==> src/rtl/button_debouncer_if.sv <==
// Signal bundle between a raw key pin and its debouncer.
// The master side drives the raw level; the slave (debouncer) returns clean events.
interface button_debouncer_if #(
  parameter int EVENT_WIDTH = 8
);

  logic                   btn_in;
  logic                   btn_level;
  logic                   press_pulse;
  logic                   release_pulse;
  logic [EVENT_WIDTH-1:0] press_count;

  modport master (
    output btn_in,
    input  btn_level,
    input  press_pulse,
    input  release_pulse,
    input  press_count
  );

  modport slave (
    input  btn_in,
    output btn_level,
    output press_pulse,
    output release_pulse,
    output press_count
  );

endinterface

==> src/rtl/button_debouncer.sv <==
// Debounces one mechanical key into a clean level plus one-cycle press/release strobes.
// press_pulse is registered so it can trigger the downstream monostable directly.
module button_debouncer #(
  parameter int DEBOUNCE_CYCLES = 16,
  parameter int COUNT_WIDTH     = 5,
  parameter int EVENT_WIDTH     = 8
) (
  input  logic              clk,
  input  logic              reset,
  button_debouncer_if.slave btn
);

  typedef enum logic [1:0] {
    IDLE,
    PRESS_WAIT,
    PRESSED,
    RELEASE_WAIT
  } state_t;

  localparam logic [COUNT_WIDTH-1:0] CNT_LAST = COUNT_WIDTH'(DEBOUNCE_CYCLES - 1);

  logic                   sync1;
  logic                   s;
  state_t                 state;
  logic [COUNT_WIDTH-1:0] cnt;
  logic                   level_q;
  logic                   press_q;
  logic                   release_q;
  logic [EVENT_WIDTH-1:0] count_q;

  // Two-flop synchronizer; the raw pin is asynchronous to clk.
  always_ff @(posedge clk or negedge reset) begin
    if (!reset) begin
      sync1 <= 1'b0;
      s     <= 1'b0;
    end else begin
      sync1 <= btn.btn_in;
      s     <= sync1;
    end
  end

  always_ff @(posedge clk or negedge reset) begin
    if (!reset) begin
      state     <= IDLE;
      cnt       <= '0;
      level_q   <= 1'b0;
      press_q   <= 1'b0;
      release_q <= 1'b0;
      count_q   <= '0;
    end else begin
      press_q   <= 1'b0;
      release_q <= 1'b0;
      case (state)
        IDLE: begin
          if (s) begin
            state <= PRESS_WAIT;
            cnt   <= '0;
          end
        end
        PRESS_WAIT: begin
          if (!s) begin
            state <= IDLE;
            cnt   <= '0;
          end else if (cnt == CNT_LAST) begin
            state   <= PRESSED;
            cnt     <= '0;
            level_q <= 1'b1;
            press_q <= 1'b1;
            count_q <= count_q + 1'b1;
          end else begin
            cnt <= cnt + 1'b1;
          end
        end
        PRESSED: begin
          if (!s) begin
            state <= RELEASE_WAIT;
            cnt   <= '0;
          end
        end
        RELEASE_WAIT: begin
          // A return to high is bounce: go back to PRESSED without any strobe.
          if (s) begin
            state <= PRESSED;
            cnt   <= '0;
          end else if (cnt == CNT_LAST) begin
            state     <= IDLE;
            cnt       <= '0;
            level_q   <= 1'b0;
            release_q <= 1'b1;
          end else begin
            cnt <= cnt + 1'b1;
          end
        end
        default: begin
          state <= IDLE;
          cnt   <= '0;
        end
      endcase
    end
  end

  assign btn.btn_level     = level_q;
  assign btn.press_pulse   = press_q;
  assign btn.release_pulse = release_q;
  assign btn.press_count   = count_q;

endmodule

==> src/flat_wrapper.sv <==
// flat-port wrapper written by rule: the top's interface ports become plain ports
module button_debouncer_flat 
#(
  parameter int DEBOUNCE_CYCLES = 16,
  parameter int COUNT_WIDTH     = 5,
  parameter int EVENT_WIDTH     = 8
)
  (clk, reset, btn_btn_in, btn_btn_level, btn_press_pulse, btn_release_pulse, btn_press_count);
  button_debouncer_if #(.EVENT_WIDTH(EVENT_WIDTH)) btn_i ();
  input  logic clk;
  input  logic reset;
  input wire logic [$bits(btn_i.btn_in)-1:0] btn_btn_in;
  output wire logic [$bits(btn_i.btn_level)-1:0] btn_btn_level;
  output wire logic [$bits(btn_i.press_pulse)-1:0] btn_press_pulse;
  output wire logic [$bits(btn_i.release_pulse)-1:0] btn_release_pulse;
  output wire logic [$bits(btn_i.press_count)-1:0] btn_press_count;
  assign btn_i.btn_in = btn_btn_in;
  assign btn_btn_level = btn_i.btn_level;
  assign btn_press_pulse = btn_i.press_pulse;
  assign btn_release_pulse = btn_i.release_pulse;
  assign btn_press_count = btn_i.press_count;
  button_debouncer #(.DEBOUNCE_CYCLES(DEBOUNCE_CYCLES), .COUNT_WIDTH(COUNT_WIDTH), .EVENT_WIDTH(EVENT_WIDTH)) u_core (.clk(clk), .reset(reset), .btn(btn_i));
endmodule
==> config.mk <==
export PLATFORM = sky130hd
export DESIGN_NAME = button_debouncer_flat
export DESIGN_NICKNAME = d
export VERILOG_FILES = /design/src/rtl/button_debouncer_if.sv /design/src/rtl/button_debouncer.sv /design/src/flat_wrapper.sv
export SDC_FILE = /design/constraint.sdc
export NUM_CORES = 1
export LEC_CHECK = 0
export ABC_CLOCK_PERIOD_IN_PS = 2000
export CORE_MARGIN = 1.5
export CORE_UTILIZATION = 51
export DETAILED_ROUTE_END_ITERATION = 8
export PLACE_DENSITY_LB_ADDON = 0.1
export SYNTH_ARGS = -nofsm -noshare
export SYNTH_HDL_FRONTEND = slang
export SYNTH_SLANG_ARGS = --single-unit
==> constraint.sdc <==
create_clock -name clk -period 2 [get_ports clk]
set_clock_uncertainty 0.1 [all_clocks]
set_input_delay 0.4 -clock clk [delete_from_list [all_inputs] [get_ports clk]]
set_output_delay 0.4 -clock clk [all_outputs]
set_load 0.01 [all_outputs]
### After elaboration in Yosys (flattened, before gate mapping)

Cells that the tools add are included.

| storage, ports and cells | value |
|---|---|
| register bits after elaboration | 20 |
| logic and storage cells | 51 |

| cells by class | value |
|---|---|
| eq/ne operators | 12 |
| mux-type cells | 23 |
| $add $sub $neg | 2 |
| reductions and logical operators | 6 |

Operator list:

| cell | number |
|---|---|
| 2-to-1 mux 5 bit | 5 |
| case mux 5 bit (4 select lines) | 1 |
| 2-to-1 mux 2 bit | 6 |
| 2-to-1 mux 1 bit | 9 |
| adder 8 x 1 -> 8 bit (second input constant) | 1 |
| inequality test 2 x 1 -> 1 bit (second input constant) | 4 |
| case mux 2 bit (4 select lines) | 1 |
| adder 5 x 1 -> 5 bit (second input constant) | 1 |
| equality test 5 x 4 -> 1 bit (second input constant) | 1 |
| AND reduction 5 bit | 1 |
| equality test 2 bit (second input constant) | 2 |
| inequality test 2 bit (second input constant) | 2 |
| AND reduction 4 bit | 1 |
| inequality test 3 x 1 -> 1 bit (second input constant) | 1 |
| inequality test 3 bit (second input constant) | 1 |
| AND reduction 3 bit | 1 |
| equality test 2 x 1 -> 1 bit (second input constant) | 1 |
| logical NOT 2 bit | 1 |
| case mux 1 bit (2 select lines) | 1 |
| AND reduction 2 bit | 1 |
| nonzero test 2 bit | 1 |

### Logic depth before layout (Yosys ltp)

| depth | value |
|---|---|
| word-level depth | 4 |
| depth in mapped cells | 5 |
| gate-level depth less buffers | 5 |

### Least setup slack after synthesis

No wires, ideal clock.

| timing | value |
|---|---|
| path kind | register to register |
| start | register u_core.cnt[0] |
| end | register u_core.count_q[1], in the netlist u_core.btn.press_count[1] |
| data arrival time | 1.380 ns |
| cell stages (with the launch flop) | 6 |
| library setup time | 0.125 ns |
| path buffers | 0 |
| clock period less this slack | 1.605 ns |
| setup slack | 0.395 ns |
| cells stage by stage | dfrtp_1 -> ha_1 -> and4b_2 -> nand3_2 -> inv_1 -> mux2_2 |

| between the ends | value |
|---|---|
| cells in the longest elaborated chain, start to end | 2 |

Ends and longest elaborated chain:

| element | RTL line | text |
|---|---|---|
| start, declared | button_debouncer.sv:25 | `logic [COUNT_WIDTH-1:0] cnt;` |
| start signal, assigned | button_debouncer.sv:71 | `cnt <= cnt + 1'b1;` |
| start signal, assigned | button_debouncer.sv:91 | `cnt <= cnt + 1'b1;` |
| equality test 5 x 4 -> 1 bit | button_debouncer.sv:64 | `end else if (cnt == CNT_LAST) begin` |
| AND reduction 3 bit (no source line) | n/a |  |
| end signal, assigned | button_debouncer.sv:69 | `count_q <= count_q + 1'b1;` |
| end, declared | button_debouncer.sv:29 | `logic [EVENT_WIDTH-1:0] count_q;` |

Every way passes these cells.
A chain may end at the register's enable or synchronous reset.

### Final worst setup path

| timing | value |
|---|---|
| start | register u_core.count_q[2], in the netlist u_core.btn.press_count[2] |
| end | output btn_press_count[2] |

RTL lines:

| element | RTL line | text |
|---|---|---|
| end, declared | flat_wrapper.sv:16 | `output wire logic [$bits(btn_i.press_count)-1:0] btn_press_count;` |

No word-level cell between the ends.

==> flow_metrics.tcl <==
set metrics [dict create \
    status "complete, no violations" \
    tritoncts "built" \
    rsz0062_at_grt "no" \
    leakagePower_nw 0.546 \
    drc_errors 0 \
    hold_class "reg -> reg" \
    synth-compound-area-share_pct 6.28 \
    cts_hold_buf 0 \
    setup-tns-final_ns 0 \
    ctsResizeCount 0 \
    cts.sinks 20 \
    dp.cells 104 \
    synth_nets 81 \
    grt_pass1_wl_um 2460 \
    first_iter_violations 5 \
    cts-buffers-inserted 3 \
    root_buffer "clkbuf_4" \
    hold_slack_ns 0.260 \
    post-route-util_pct 68.3 \
    via_count 618 \
    synth_top_family_by_area "simple AND/OR/NAND/NOR gates" \
    cp_num_buf_inv 1 \
    crit_path_end_kind "primary output" \
    most-common-layout-cells "dfrtp_1, clkdlybuf4s50_1, xor2_1" \
    gr-usage-all-layers_pct 16.8 \
    cp_max_fo 5 \
    multi_input_area_sq_um 368 \
    routedWlPerCell_um 13.3 \
    num_rows 14 \
    p_per_area_mw_per_mm2 630 \
    grt_max_degree 21 \
    maxCapViolCount 0 \
    cp_top_family "buffers and inverters" \
    dr.pass1.iters 4 \
    grt.met2_usage_pct 27.8 \
    path_depth 1 \
    synth.distinct_cells 25 \
    critPathLaunchType "flop" \
    min_period_ns 1.80 \
    synthesis.area_sq_um 896 \
    synth_fa_ha_area_share_pct 2.79 \
    met3_usage_pct 2.40 \
    grt_pass1_vias 568 \
    layout_commonest_cell "dfrtp_1" \
    finalHoldViolations 0 \
    slew_violations 0 \
    io_buffers 13 \
    synth_xor_area_share_pct 10.8 \
    seq_area_sq_um 500 \
    cp_slowest_cell "clkdlybuf4s50_1" \
    p_total_mw 0.679 \
    critPathLaunch "u_core.btn.press_count[2]" \
    busiest_layer "met2" \
    htree_levels 1 \
    relSlewSlack_pct 74.4 \
    initial_core_util_pct 56.8 \
    yosysTopAreaCell "dfrtp_1" \
    cp.required_ns 1.50 \
    crit_type "reg -> out" \
    gr-usage-met1_pct 23.0 \
    antenna_cells 0 \
    crit_chain "clkdlybuf4s50_1" \
    synth-seq-area-share_pct 55.9 \
    grt_overflow 0 \
    dieArea_sq_mm 0.00202 \
    area_delta_synth_final_pct 20.3 \
    stdcell_count 108 \
    rr_worst_depth 5 \
    worstReg2RegStart "u_core.cnt[0]" \
    ant_nets 0 \
    fmax_ghz 0.555 \
    regToRegSetupSlack_ns 0.26 \
    fill_cells 117 \
    clk_latency_ns 0.30 \
    postCtsSetupBuffers 0 \
    viasPerCell 5.72 \
    crit_arrival_ns 1.30 \
    yosys_warnings 0 \
    worst_pin_slew_ns 0.381 \
    dp.final_hpwl_um 1060 \
    yosysTopAreaCellShare_pct 55.9 \
    final_net_count 98 \
    setup_violations 0 \
    layout_setup_ws_ns 0.197 \
    whs_path_depth 0 \
    period_share_pct 90.2 \
    ys_seq_elements 20 \
    floorplan.die.height_um 44.9 \
    max_stage_delay_ns 0.56 \
    gp_congestion 0.825 \
    drive_above_1_share_pct 10.9 \
    syn_inst 76 \
    syn_avg_cell_area_sq_um 11.8 \
    finalWirelength_um 1440 \
    clk_pin_slew_worst_paths_ns 0.11 \
    place_area_sq_mm 0.00104 \
    fp.coreArea_sq_mm 0.00158 \
    ctsLongestPathBuffers 2 \
    yosys-top-cells-area "dfrtp_1, xor2_1, nand4_1" \
    die_w_um 44.9 \
    dp_slack_ns 0.284 \
    finalInstanceArea_sq_mm 0.00108 \
    r2r_end "u_core.btn.press_count[1]" \
    synth_mux_area_share_pct 2.51 \
    ir_drop_mv 0.410 \
    io_pins 14 \
    antenna_found_initial 0 \
    crit_end "btn_press_count[2]" \
    synth-simple-area-share_pct 18.7 \
]
report_power, final:
part / switching (mW) / internal (mW)
clock: 0.117 / 0.111
sequential: 0.00953 / 0.411
combinational: 0.0186 / 0.0115
sequential cells by signal, indices dropped and copies added, names as in the netlist, named ones only:
name / flops
u_core.btn.press_count: 8
u_core.cnt: 5
u_core.btn.release_pulse: 1
u_core.btn.btn_level: 1
u_core.state: 1
u_core.btn.press_pulse: 1
u_core.s: 1
u_core.sync1: 1
area by class of cell:
| class | count | share of cell area [%] |
|---|---|---|
| inverters | 4 | 1.39 |
| well taps | 16 | 1.86 |
| repair buffers | 14 | 12.8 |
| multi-input cells | 50 | 34.1 |
| clock buffers | 4 | 3.37 |
| flip-flops and latches | 20 | 46.5 |
metal layers:
| metal | vias up | routed length [um] | part of all wire (%) |
|---|---|---|---|
| met5 | - | 0 | 0 |
| met4 | 0 | 19 | 1.3 |
| met3 | 3 | 71 | 4.9 |
| met2 | 19 | 666 | 46 |
| met1 | 292 | 680 | 47 |
| li1 | 304 | - | - |
synthesized netlist by cell type:
| library cell | instances |
|---|---|
| clkbuf_4 | 1 |
| inv_1 | 4 |
| xor2_1 | 8 |
| o2bb2ai_1 | 1 |
| a311oi_1 | 1 |
| nand4_1 | 5 |
| a21oi_1 | 1 |
| nand3_1 | 5 |
| nand2_1 | 4 |
| and4b_2 | 1 |
| nor2_1 | 1 |
| o22ai_1 | 1 |
| nand4b_4 | 1 |
| o21ai_0 | 4 |
| nand2b_1 | 1 |
| nor4_1 | 3 |
| dfrtp_1 | 20 |
| xnor2_1 | 3 |
| nor3_1 | 3 |
| and2b_1 | 1 |
| buf_2 | 1 |
| nand3_2 | 1 |
| mux2_2 | 2 |
| o21a_1 | 1 |
| ha_1 | 2 |
worst min path at each step:
stage,from,endpoint,slack (ns)
final,u_core.sync1,u_core.s,0.26
after global routing,u_core.sync1,u_core.s,0.27
after CTS,u_core.sync1,u_core.s,0.27
after detailed placement,u_core.sync1,u_core.s,0.24
after global placement,u_core.sync1,u_core.s,0.24
after floorplan,reset,async pin,0.004
logic make-up (layout without fill, tap and decap cells):
kind of cell / count (synthesis) / in the layout
xor+xnor: 11 / 11
flops: 20 / 20
fa+ha+maj: 2 / 2
simple gates: 26 / 26
buf+inv: 6 / 22
mux: 2 / 2
compound gates: 9 / 9
Note: power is estimated with default switching activity, not from simulation.
==> RTL edit (config.mk and constraints unchanged) <==
`COUNT_WIDTH` is set to 5 in 2 places; all go to 7.
--- a/src/rtl/button_debouncer.sv
+++ b/src/rtl/button_debouncer.sv
@@ -3,5 +3,5 @@
 module button_debouncer #(
   parameter int DEBOUNCE_CYCLES = 16,
-  parameter int COUNT_WIDTH     = 5,
+  parameter int COUNT_WIDTH     = 7,
   parameter int EVENT_WIDTH     = 8
 ) (
--- a/src/flat_wrapper.sv
+++ b/src/flat_wrapper.sv
@@ -3,5 +3,5 @@
 #(
   parameter int DEBOUNCE_CYCLES = 16,
-  parameter int COUNT_WIDTH     = 5,
+  parameter int COUNT_WIDTH     = 7,
   parameter int EVENT_WIDTH     = 8
 )
Check against the original RTL: same outputs for any inputs over 10 cycles, from zero or initial values and one cycle with reset low; that may be too few to reach the edited logic, so the function may still have changed.
==> RTL edit against the original RTL <==
Sequential cell count rose by 2; register-to-register slack got worse by 0.11 ns; setup slack got worse by 0.042 ns; global-route usage rose by 2.4 points; power rose by 23%; area after synthesis rose by 10%; cell area rose by 11%; highest routed layer unchanged; count of clock-buffer cells in the layout fell by 1; routed wire length rose by 18%; critical endpoint is now u_core.btn.press_count[1]$_DFFE_PN0P_; worst hold slack improved by 0.0013 ns.
==> RTL edit: results (changes against the original RTL) <==
[placed_design]
placed_cells=122  ; +17%
worst_case_setup_slack_after_placement_ns=0.1867  ; -0.09715 ns
gp_congestion=0.8124  ; -1.6%
buffer_ports.inserted=13  ; unchanged
dp.final_hpwl_um=1236  ; +17%

[clock_tree]
clk_path_buf_depth=2  ; unchanged
post-cts-setup-buffers=0  ; unchanged
cts_resized=0  ; unchanged
cts.reportedPaths.clkPinSlew_ns=0.12
clock_tree.htree_level_count=1  ; unchanged
clock_tree.root_cell=clkbuf_4

[min_path]
worstHoldPathType=reg -> reg
holdCritStartpoint=u_core.sync1$_DFF_PN0_

[cells_and_area]
number_of_flip_flops_under_the_largest_register_name=8  ; unchanged
post_layout_nonfiller_instances=126  ; +17%
post_route_cells_drive_above_1_share_pct=10.89  ; +0.022 points
num-nets-final=107  ; +9.2%

[synth]
synth.cells.most_frequent=22 x dfrtp_1, 7 x nand2_1, 6 x o21ai_0
synth_area_leaders=dfrtp_1 56%, xnor2_1 4.4%, xor2_1 4.4%, mux2_2 3.4%, o21ai_0 3.0%
post_synthesis_sequential_area_ratio_pct=55.70  ; -0.17 points
asyncSetResetFlopFracSynth_pct=100.0  ; unchanged
avg_inst_size_synth_um2=11.63  ; -1.3%
yosys.cell_types.count=26  ; +4.0%
synthesis.nets=90  ; +11%

[detailed_routing]
post_drt_wl_per_cell_um=13.44  ; +0.91%
vias=708  ; +15%
starting_drc_count_in_detailed_routing=8  ; +3
drt_first_pass_iters=3  ; -1

[setup_path]
rr_worst_depth=4  ; -1
setup.reg_to_reg.worst_slack_ns=0.15  ; -0.11 ns
largest_fanout_on_the_critical_path=7  ; +2
worstPathArrival_ns=1.95  ; +0.65 ns
rr_startpoint=u_core.cnt[1]$_DFFE_PN0P_

[pwr]
cellLeakagePower_uw=0.0005413  ; -0.87%
peakVddDrop_mv=0.5604  ; +37%

[global_routing]
first_global_vias=738  ; +30%
groute.usage.overall_pct=19.23  ; +2.4 points
first_pass_grt_wire_length_um=2932  ; +19%
largest_net_degree_at_the_start_of_global_routing=23  ; +9.5%

[run_status]
run_status=complete, no violations

[sta]
actual_slew_at_the_worst_max_slew_pin_ns=0.4937  ; +0.1131 ns

[RTL edit: cell count changes in the layout (fill, tap and decap cells not counted), sizes merged, moves of 3 or more]
cell and change:
nand4 -3, inv -3, xor2 -3, and3 +3, nand2 +3
[RTL edit: worst max-delay path by stage]
stage,start,end,cells after the start
floorplan,u_core.cnt[0]$_DFFE_PN0P_,u_core.btn.press_count[1]$_DFFE_PN0P_,5
global placement,u_core.cnt[0]$_DFFE_PN0P_,u_core.btn.press_count[1]$_DFFE_PN0P_,4
detailed placement,u_core.cnt[1]$_DFFE_PN0P_,u_core.btn.press_count[1]$_DFFE_PN0P_,4
CTS,u_core.btn.press_count[2]$_DFFE_PN0P_,btn_press_count[2],1
global route,u_core.cnt[0]$_DFFE_PN0P_,u_core.btn.press_count[1]$_DFFE_PN0P_,4
finish,u_core.cnt[1]$_DFFE_PN0P_,u_core.btn.press_count[1]$_DFFE_PN0P_,4
[RTL edit: stage by stage]
| step | hold WS, ns | instance area, µm² |
|---|---|---|
| after floorplan | 0.004409 | 988.4 |
| after global placement | 0.2316 | 1147 |
| after detailed placement | 0.2356 | 1147 |
| after CTS | 0.2647 | 1200 |
| after global routing | 0.2716 | 1200 |
| final | 0.2615 | 1200 |
[RTL edit: logic make-up after synthesis]
kind of cell             synth area share [%]
AO/OA/AOI/OAI                           10.00
XOR/XNOR                                8.860
adder cells (fa/ha/maj)                 2.531
buffers and inverters                   1.392
flip-flops                              55.70
multiplexers                            3.417
AND/OR/NAND/NOR                         18.10
[RTL edit: critical path: stages, from the launching register on]
cell and delay (ns):
dfrtp_1 0.40, ha_1 0.23, and4b_4 0.29, and4_1 0.35, mux2_2 0.36
[RTL edit: cell type report]
type | instances | area, µm²
well taps | 25 | 31.28
clock inverters | 1 | 30.03
repair buffers | 14 | 137.6
clock buffers | 3 | 22.52
inverters | 1 | 3.754
multi-input cells | 60 | 424.2
fillers | 150 | 564.3
flip-flops and latches | 22 | 550.5
[RTL edit: report_power, final]
| group | switching [µW] | internal, µW | total (µW) |
|---|---|---|---|
| sequential | 7.68 | 451 | 459 |
| clock | 134 | 203 | 337 |
| combinational | 21.3 | 14.1 | 35.4 |
| total | 163 | 668 | 832 |
[RTL edit: routing by layer]
layer | up-vias | part of all wire [%] | wire [µm] | global-route usage (%)
met5 | - | 0 | 0 | 0
met2 | 14 | 49 | 834 | 30.96
met1 | 351 | 46 | 775 | 23.82
met4 | 0 | 2.8 | 48 | 12.78
li1 | 338 | - | - | -
met3 | 5 | 2.0 | 34 | 3.077
